**src/rtl/osc_clken_pkg.sv**
```systemverilog
// Shared constants, divisor word type and width helper for the oscillator clock-enable generator.
package osc_clken_pkg;

   localparam int DEF_DIV_W          = 16;
   localparam int DEF_DIV            = 49;
   localparam int DEF_STARTUP_CYCLES = 1024;
   localparam int DEF_MON_W          = 24;
   localparam int DEF_FREQ_MIN       = 49000;
   localparam int DEF_FREQ_MAX       = 51000;

   typedef logic [DEF_DIV_W-1:0] div_word_t;

   // Startup counter only needs to reach cycles-1; keep at least one bit.
   function automatic int startup_cnt_w(input int cycles);
      return (cycles > 2) ? $clog2(cycles) : 1;
   endfunction

endpackage

```
**src/rtl/osc_clken_gen_if.sv**
```systemverilog
// Control/status bundle of osc_clken_gen: enables, divisor writes, monitor inputs and outputs.
interface osc_clken_gen_if
   import osc_clken_pkg::*;
#(
   parameter int NUM_CH = 4,
   parameter int DIV_W  = $bits(div_word_t),
   parameter int MON_W  = DEF_MON_W
);

   logic [NUM_CH-1:0] CH_EN;
   logic [NUM_CH-1:0] DIV_WE;
   logic [DIV_W-1:0]  DIV_DATA;
   logic              REF_TICK;
   logic              FREQ_ERR_CLR;
   logic [NUM_CH-1:0] CLKEN;
   logic              CLK_READY;
   logic [MON_W-1:0]  FREQ_COUNT;
   logic              FREQ_ERR;

   modport master (
      output CH_EN, DIV_WE, DIV_DATA, REF_TICK, FREQ_ERR_CLR,
      input  CLKEN, CLK_READY, FREQ_COUNT, FREQ_ERR
   );

   modport slave (
      input  CH_EN, DIV_WE, DIV_DATA, REF_TICK, FREQ_ERR_CLR,
      output CLKEN, CLK_READY, FREQ_COUNT, FREQ_ERR
   );

endinterface

```
**src/rtl/osc_clken_ch.sv**
```systemverilog
// One clock-enable channel: divisor register, down-counter and registered strobe (period = div+1).
module osc_clken_ch
   import osc_clken_pkg::*;
#(
   parameter int DIV_W       = $bits(div_word_t),
   parameter int DEFAULT_DIV = DEF_DIV
)(
   input  logic             clk,
   input  logic             rst,
   input  logic             ready,
   input  logic             en,
   input  logic             we,
   input  logic [DIV_W-1:0] wdata,
   output logic             clken
);

   localparam logic [DIV_W-1:0] DIV_RST = DIV_W'(DEFAULT_DIV);

   logic [DIV_W-1:0] div_q;
   logic [DIV_W-1:0] cnt_q;
   logic             clken_q;

   // A divisor write only lands in div_q; cnt_q picks it up at the next reload,
   // so a running period is never shortened.
   always_ff @(posedge clk or posedge rst) begin
      if (rst) begin
         div_q   <= DIV_RST;
         cnt_q   <= DIV_RST;
         clken_q <= 1'b0;
      end else begin
         if (we) begin
            div_q <= wdata;
         end
         if (!ready || !en) begin
            cnt_q   <= div_q;
            clken_q <= 1'b0;
         end else if (cnt_q == '0) begin
            cnt_q   <= div_q;
            clken_q <= 1'b1;
         end else begin
            cnt_q   <= cnt_q - DIV_W'(1);
            clken_q <= 1'b0;
         end
      end
   end

   assign clken = clken_q;

endmodule

```
**src/rtl/osc_clken_gen.sv**
```systemverilog
// NUM_CH programmable clock-enable strobes with startup hold; optional frequency
// monitor against REF_TICK is built only when OSC_CLKEN_FREQ_MON_EN is defined.
module osc_clken_gen
   import osc_clken_pkg::*;
#(
   parameter int NUM_CH         = 4,
   parameter int DIV_W          = $bits(div_word_t),
   parameter int DEFAULT_DIV    = DEF_DIV,
   parameter int STARTUP_CYCLES = DEF_STARTUP_CYCLES,
   parameter int MON_W          = DEF_MON_W,
   parameter int FREQ_MIN       = DEF_FREQ_MIN,
   parameter int FREQ_MAX       = DEF_FREQ_MAX
)(
   input logic             CLK,
   input logic             RESET,
   osc_clken_gen_if.slave  bus
);

   localparam int              SU_W    = startup_cnt_w(STARTUP_CYCLES);
   localparam logic [SU_W-1:0] SU_LAST = SU_W'(STARTUP_CYCLES - 1);

   logic [SU_W-1:0]   su_cnt_q;
   logic              ready_q;
   logic [NUM_CH-1:0] clken;

   // Startup hold: READY is registered off the terminal count, so it rises
   // exactly STARTUP_CYCLES edges after reset release and then stays put.
   always_ff @(posedge CLK or posedge RESET) begin
      if (RESET) begin
         su_cnt_q <= '0;
         ready_q  <= 1'b0;
      end else if (!ready_q) begin
         if (su_cnt_q == SU_LAST) begin
            ready_q <= 1'b1;
         end else begin
            su_cnt_q <= su_cnt_q + SU_W'(1);
         end
      end
   end

   for (genvar i = 0; i < NUM_CH; i++) begin : g_ch
      osc_clken_ch #(
         .DIV_W       (DIV_W),
         .DEFAULT_DIV (DEFAULT_DIV)
      ) u_ch (
         .clk   (CLK),
         .rst   (RESET),
         .ready (ready_q),
         .en    (bus.CH_EN[i]),
         .we    (bus.DIV_WE[i]),
         .wdata (bus.DIV_DATA),
         .clken (clken[i])
      );
   end

   assign bus.CLKEN     = clken;
   assign bus.CLK_READY = ready_q;

`ifdef OSC_CLKEN_FREQ_MON_EN
   localparam logic [MON_W-1:0] F_MIN = MON_W'(FREQ_MIN);
   localparam logic [MON_W-1:0] F_MAX = MON_W'(FREQ_MAX);

   function automatic logic [MON_W-1:0] sat_inc(input logic [MON_W-1:0] v);
      return (&v) ? v : v + MON_W'(1);
   endfunction

   logic [MON_W-1:0] mon_cnt_q;
   logic [MON_W-1:0] freq_count_q;
   logic             armed_q;
   logic             freq_err_q;
   logic             out_of_range;

   assign out_of_range = (mon_cnt_q < F_MIN) || (mon_cnt_q > F_MAX);

   // The first tick only arms the monitor; later ticks latch the interval length.
   always_ff @(posedge CLK or posedge RESET) begin
      if (RESET) begin
         mon_cnt_q    <= '0;
         freq_count_q <= '0;
         armed_q      <= 1'b0;
         freq_err_q   <= 1'b0;
      end else begin
         if (bus.REF_TICK) begin
            mon_cnt_q <= MON_W'(1);
            armed_q   <= 1'b1;
            if (armed_q) begin
               freq_count_q <= mon_cnt_q;
            end
         end else begin
            mon_cnt_q <= sat_inc(mon_cnt_q);
         end
         if (bus.REF_TICK && armed_q && out_of_range) begin
            freq_err_q <= 1'b1;
         end else if (bus.FREQ_ERR_CLR) begin
            freq_err_q <= 1'b0;
         end
      end
   end

   assign bus.FREQ_COUNT = freq_count_q;
   assign bus.FREQ_ERR   = freq_err_q;
`else
   logic unused_mon;

   assign unused_mon     = bus.REF_TICK ^ bus.FREQ_ERR_CLR ^ (FREQ_MIN > FREQ_MAX);
   assign bus.FREQ_COUNT = {MON_W{1'b0}};
   assign bus.FREQ_ERR   = 1'b0;
`endif

endmodule

```
**src/flat_wrapper.sv**
```systemverilog
// flat-port wrapper written by rule: the top's interface ports become plain ports
module osc_clken_gen_flat import osc_clken_pkg::*;
#(
   parameter int NUM_CH         = 4,
   parameter int DIV_W          = $bits(div_word_t),
   parameter int DEFAULT_DIV    = DEF_DIV,
   parameter int STARTUP_CYCLES = DEF_STARTUP_CYCLES,
   parameter int MON_W          = DEF_MON_W,
   parameter int FREQ_MIN       = DEF_FREQ_MIN,
   parameter int FREQ_MAX       = DEF_FREQ_MAX
)
  (CLK, RESET, bus_CH_EN, bus_DIV_WE, bus_DIV_DATA, bus_REF_TICK, bus_FREQ_ERR_CLR, bus_CLKEN, bus_CLK_READY, bus_FREQ_COUNT, bus_FREQ_ERR);
  osc_clken_gen_if #(.NUM_CH(NUM_CH), .DIV_W(DIV_W), .MON_W(MON_W)) bus_i ();
  input logic CLK;
  input logic RESET;
  input wire logic [$bits(bus_i.CH_EN)-1:0] bus_CH_EN;
  input wire logic [$bits(bus_i.DIV_WE)-1:0] bus_DIV_WE;
  input wire logic [$bits(bus_i.DIV_DATA)-1:0] bus_DIV_DATA;
  input wire logic [$bits(bus_i.REF_TICK)-1:0] bus_REF_TICK;
  input wire logic [$bits(bus_i.FREQ_ERR_CLR)-1:0] bus_FREQ_ERR_CLR;
  output wire logic [$bits(bus_i.CLKEN)-1:0] bus_CLKEN;
  output wire logic [$bits(bus_i.CLK_READY)-1:0] bus_CLK_READY;
  output wire logic [$bits(bus_i.FREQ_COUNT)-1:0] bus_FREQ_COUNT;
  output wire logic [$bits(bus_i.FREQ_ERR)-1:0] bus_FREQ_ERR;
  assign bus_i.CH_EN = bus_CH_EN;
  assign bus_i.DIV_WE = bus_DIV_WE;
  assign bus_i.DIV_DATA = bus_DIV_DATA;
  assign bus_i.REF_TICK = bus_REF_TICK;
  assign bus_i.FREQ_ERR_CLR = bus_FREQ_ERR_CLR;
  assign bus_CLKEN = bus_i.CLKEN;
  assign bus_CLK_READY = bus_i.CLK_READY;
  assign bus_FREQ_COUNT = bus_i.FREQ_COUNT;
  assign bus_FREQ_ERR = bus_i.FREQ_ERR;
  osc_clken_gen #(.NUM_CH(NUM_CH), .DIV_W(DIV_W), .DEFAULT_DIV(DEFAULT_DIV), .STARTUP_CYCLES(STARTUP_CYCLES), .MON_W(MON_W), .FREQ_MIN(FREQ_MIN), .FREQ_MAX(FREQ_MAX)) u_core (.CLK(CLK), .RESET(RESET), .bus(bus_i));
endmodule
```
**config.mk**
```make
export PLATFORM = sky130hd
export DESIGN_NAME = osc_clken_gen_flat
export DESIGN_NICKNAME = d
export VERILOG_FILES = /design/src/rtl/osc_clken_pkg.sv /design/src/rtl/osc_clken_gen_if.sv /design/src/rtl/osc_clken_ch.sv /design/src/rtl/osc_clken_gen.sv /design/src/flat_wrapper.sv
export SDC_FILE = /design/constraint.sdc
export NUM_CORES = 1
export LEC_CHECK = 0
export CAP_MARGIN = 20
export CORE_ASPECT_RATIO = 1.75
export CORE_UTILIZATION = 26
export CTS_CLUSTER_DIAMETER = 120
export DETAILED_ROUTE_END_ITERATION = 10
export PLACE_DENSITY_LB_ADDON = 0.15
export REMOVE_ABC_BUFFERS = 1
export SLEW_MARGIN = 20
export SYNTH_ARGS = -nofsm -noshare
export SYNTH_HDL_FRONTEND = slang
export SYNTH_SLANG_ARGS = --single-unit
```
**constraint.sdc**
```tcl
create_clock -name CLK -period 12.7 [get_ports CLK]
set_clock_uncertainty 0.15 [all_clocks]
set_input_delay 2.54 -clock CLK [delete_from_list [all_inputs] [get_ports CLK]]
set_output_delay 2.54 -clock CLK [all_outputs]
set_load 0.01 [all_outputs]
```
Yosys cells after proc, flatten, opt, wreduce, memory -nomap -nowiden
Index checks and enable logic that the tools add are counted.

Reduce and logical (&&, ||, !) cells: 14. Add/sub/neg operators: 5. Equality and inequality tests: 1. Bitwise operators: 2. Muxes and demuxes: 18.

Operators with widths (count): 2-to-1 mux 16 bit (8); logical NOT 16 bit (4); subtractor 16 x 1 -> 16 bit (second input constant) (4); adder 10 x 1 -> 10 bit (second input constant) (1); == test 10 bit (second input constant) (1); 2-to-1 mux 1 bit (10); logical NOT 1 bit (5); logical OR 1 bit (4); inverter 1 bit (2); AND reduction 2 bit (1).

Bits of input ports: 28. Register bits: 143. Output and inout port bits: 30.

Depth between registers and ports, before layout
Word-level depth: 3. Depth in mapped cells: 8. Mapped depth without buffers: 7.

Hierarchy
From an unflattened synthesis, not the netlist that was laid out.

Cell total of the unflattened synthesis: 618. Area, all modules: 6810.3 um^2.

Modules (own cells, without submodules): osc_clken_ch (area an instance 1508.9 um^2, cells each 135, times used 4); osc_clken_gen (area an instance 774.5 um^2, cells each 78, times used 1).

Worst setup path before layout
OpenSTA, ideal clock, no wires.

Path kind: input -> register. Start point: in bus_DIV_WE[1]. End point: reg u_core.g_ch[1].u_ch.div_q[2]. Data required time: 12.425 ns. Cell stages on the path: 3. Arrival time: 3.515 ns. Setup time: 0.125 ns. Setup slack: 8.910 ns. Path through: clkbuf_1 > buf_1 > mux2_2.

RTL lines: start: declaration (RTL line flat_wrapper.sv:17) `input wire logic [$bits(bus_i.DIV_WE)-1:0] bus_DIV_WE;`; end signal: assignment (RTL line osc_clken_ch.sv:32) `div_q <= wdata;`; end: declaration (RTL line osc_clken_ch.sv:19) `logic [DIV_W-1:0] div_q;`.

No word-level cell between the ends.

Worst setup path in the final report
Start point: in bus_CH_EN[0]. End point: reg u_core.g_ch[0].u_ch.cnt_q[12].

Cells in the longest elaborated chain, start to end: 3.

RTL lines: start: declaration (RTL line flat_wrapper.sv:16) `input wire logic [$bits(bus_i.CH_EN)-1:0] bus_CH_EN;`; logical NOT 1 bit (RTL line osc_clken_ch.sv:34) `if (!ready || !en) begin`; logical OR 1 bit (RTL line osc_clken_ch.sv:34); 2-to-1 mux 16 bit (RTL line osc_clken_ch.sv:34); end signal: assignment (RTL line osc_clken_ch.sv:35) `cnt_q <= div_q;`; end signal: assignment (RTL line osc_clken_ch.sv:38) `cnt_q <= div_q;`; end signal: assignment (RTL line osc_clken_ch.sv:41) `cnt_q <= cnt_q - DIV_W'(1);`; end: declaration (RTL line osc_clken_ch.sv:20) `logic [DIV_W-1:0] cnt_q;`.

Every way passes these cells. A chain may end at the register's enable or synchronous reset.

==> results.tsv <==
metric	value	unit
outcome	complete, no violations	
final_design_area_no_fill	7737	um2
arrival	4.28	ns
synth_edf_count	0	
whs	0.3178	ns
io_buffers	30	
setup_viol	0	
ctsResizeCount	0	
placed_area	7129	um2
power_density	146.0	nW/um2
die_h	213.3	um
final_core_util	30.77	%
antenna_found_initial	0	
hold_class	reg2reg	
synth.avg_cell_area	11.03	um2
synthTopCellsByArea	dfrtp_1 45%, mux2_2 11%, dfstp_2 9.5%	
fin_setup_tns	0	ns
syn_inst	601	
slew_violations	0	
fmax	0.2430	GHz
synth-xor-area-share	7.792	%
slew_headroom	33.22	%
synth_top_family_by_area	simple AND/OR/NAND/NOR gates	
globalplace.congestion	0.7659	
end_kind	flip-flop	
wl_per_cell	15.97	um
drive_gt1_share	20.40	%
num_vias	4295	
irDropWorstVdd	0.08531	mV
maxCapViolCount	0	
drt_pass1_iterations	4	
routed_wl	15300	um
drt_iter0_drc	169	
synth-seq-cells	143	
clk_pin_slew	0.06	ns
hpwl	10450	um
rows	77	
grt_max_degree	102	
rsz0062_at_grt	no	
grtUsageTotal	12.96	%
nets	666	
htree_levels	4	
ys_types	37	
ys_seq_area_share	54.42	%
core_area	25150	um2
synth-main-ff-cell	dfrtp_1	
grt_pass1_vias	4662	
cp_cell_sequence	clkdlybuf4s50_1 -> nand3_1 -> mux2_2	
synth_compound_area_share	5.679	%
syn-cell-area	6631	um2
crit_fanout	30	
fin_crit_sh	32.41	%
cts.sinks	143	
grt-ovfl-total	0	
root_buffer	clkbuf_16	
initial_core_util	26.37	%
synth.top_cell.area_share	44.91	%
crit_type	in2reg	
startpoint_type	primary input	
synth-simple-area-share	13.36	%
power	0.001130	W
cp_slowest_cell	nand3_1	
async_reset_ff_share	100.0	%
crit_path_max_incr_delay	0.69	ns
ios	58	
leakage	3.066	nW
diodes	0	
cts_hold_buf	0	
synth_fa_ha_area_share	1.698	%
period_minus_slack	4.116	ns
post-cts-setup-buffer-count	0	
grt_pass1_wl	24710	um
clockBufferDepth	2	
insertion_delay	0.44	ns
muxShareOfSynthArea	11.34	%
synth.most_common_cell	dfrtp_1	
cts_tree	done	
drcViolationCount	0	
ys_warn_count	0	
ys_top_cells_by_count	119 x dfrtp_1, 71 x nand2_1, 65 x mux2_2	
viasPerCell	4.483	
cts_inserted_buffers	17	
ant_nets	0	
cp_data_required_time	12.86	ns
worst_pin_slew	0.9990	ns
final_hold_viol_count	0	
yosysTopAreaCell	dfrtp_1	
die-area	26170	um2
synthToLayoutAreaGrowth	16.68	%
die_x	122.7	um
==> cell type report <==
class,instances,area [um2]
Fill cell,2568,17410
Sequential cell,143,3608
Multi-Input combinational cell,417,2741
Clock buffer,20,466.7
Tap cell,316,395.4
Timing Repair Buffer,35,352.8
Clock inverter,12,111.4
Inverter,15,61.31
==> through the flow <==
stage	instances	setup WS, ns
2_1_floorplan	575	6.212
3_3_place_gp	924	8.093
3_5_place_dp	924	8.105
4_1_cts	956	8.567
5_1_grt	958	8.407
6_report	958	8.584
==> layer usage <==
metal  share of wire (%)  up-vias  wire length (um)  GRT usage, %
li1                    -     2048                 -             -
met1                  40     2170              6059         13.83
met2                  56       58              8574         23.98
met3                 2.3       19               349         2.591
met4                 2.0        0               311         5.929
met5                   0        -                 0             0
==> cell usage in the layout (no fill, tap or decap), types with 9 or more instances in the layout <==
master / n
clkinvlp_4: 9
conb_1: 25
dfrtp_1: 119
nor3_1: 24
a21oi_1: 16
clkdlybuf4s50_1: 30
clkbuf_16: 17
inv_1: 14
xor2_1: 12
nor4_1: 16
ha_1: 9
mux2_2: 65
dfstp_2: 24
nor2_1: 41
o21ai_0: 47
xnor2_1: 47
nand2_1: 71
==> worst paths after layout <==
| kind | endpoint | cells past startpoint | slack [ns] | startpoint |
|---|---|---|---|---|
| worst max-delay path | u_core.g_ch[0].u_ch.cnt_q[12] | 3 | 8.58 | bus_CH_EN[0] |
| worst min-delay path | u_core.g_ch[2].u_ch.cnt_q[7] | 1 | 0.32 | u_core.g_ch[2].u_ch.div_q[7] |
| worst max register to register | u_core.g_ch[0].u_ch.cnt_q[12] | 6 | 10.08 | u_core.g_ch[0].u_ch.cnt_q[0] |
| worst min register to register | u_core.g_ch[2].u_ch.cnt_q[7] | 1 | 0.32 | u_core.g_ch[2].u_ch.div_q[7] |
| max in group asynchronous | u_core.g_ch[0].u_ch.div_q[4] | 3 | 8.67 | RESET |
| min in group asynchronous | u_core.g_ch[2].u_ch.div_q[12] | 2 | 2.52 | RESET |
==> state kept, by name, summed over array words and instances (netlist names) <==
name / flops
u_core.su_cnt_q: 10
u_core.bus.CLK_READY: 1
u_core.g_ch.u_ch.cnt_q: 64
u_core.g_ch.u_ch.clken: 4
u_core.g_ch.u_ch.div_q: 64
==> kinds of logic after synthesis <==
group / count (synthesis)
and+or+nand+nor: 188
DFF: 143
AOI/OAI and AO/OA: 69
muxes: 67
buffers and inverters: 65
xor gates and xnor gates: 59
adders and majority gates: 9
other: 1
==> worst max-delay path, delay by kind of cell <==
family / cells / cell delay, ns
buf+inv: 1 / 0.48
simple gates: 1 / 0.69
mux: 1 / 0.56
==> power by group <==
part	switching, W	total [W]	internal, W	leakage [nW]
clock network	0.000205	0.000490	0.000284	0.255
registers	0.0000314	0.000534	0.000503	1.66
logic	0.0000546	0.000106	0.0000516	1.15
Power figures use the tool's default switching activity.
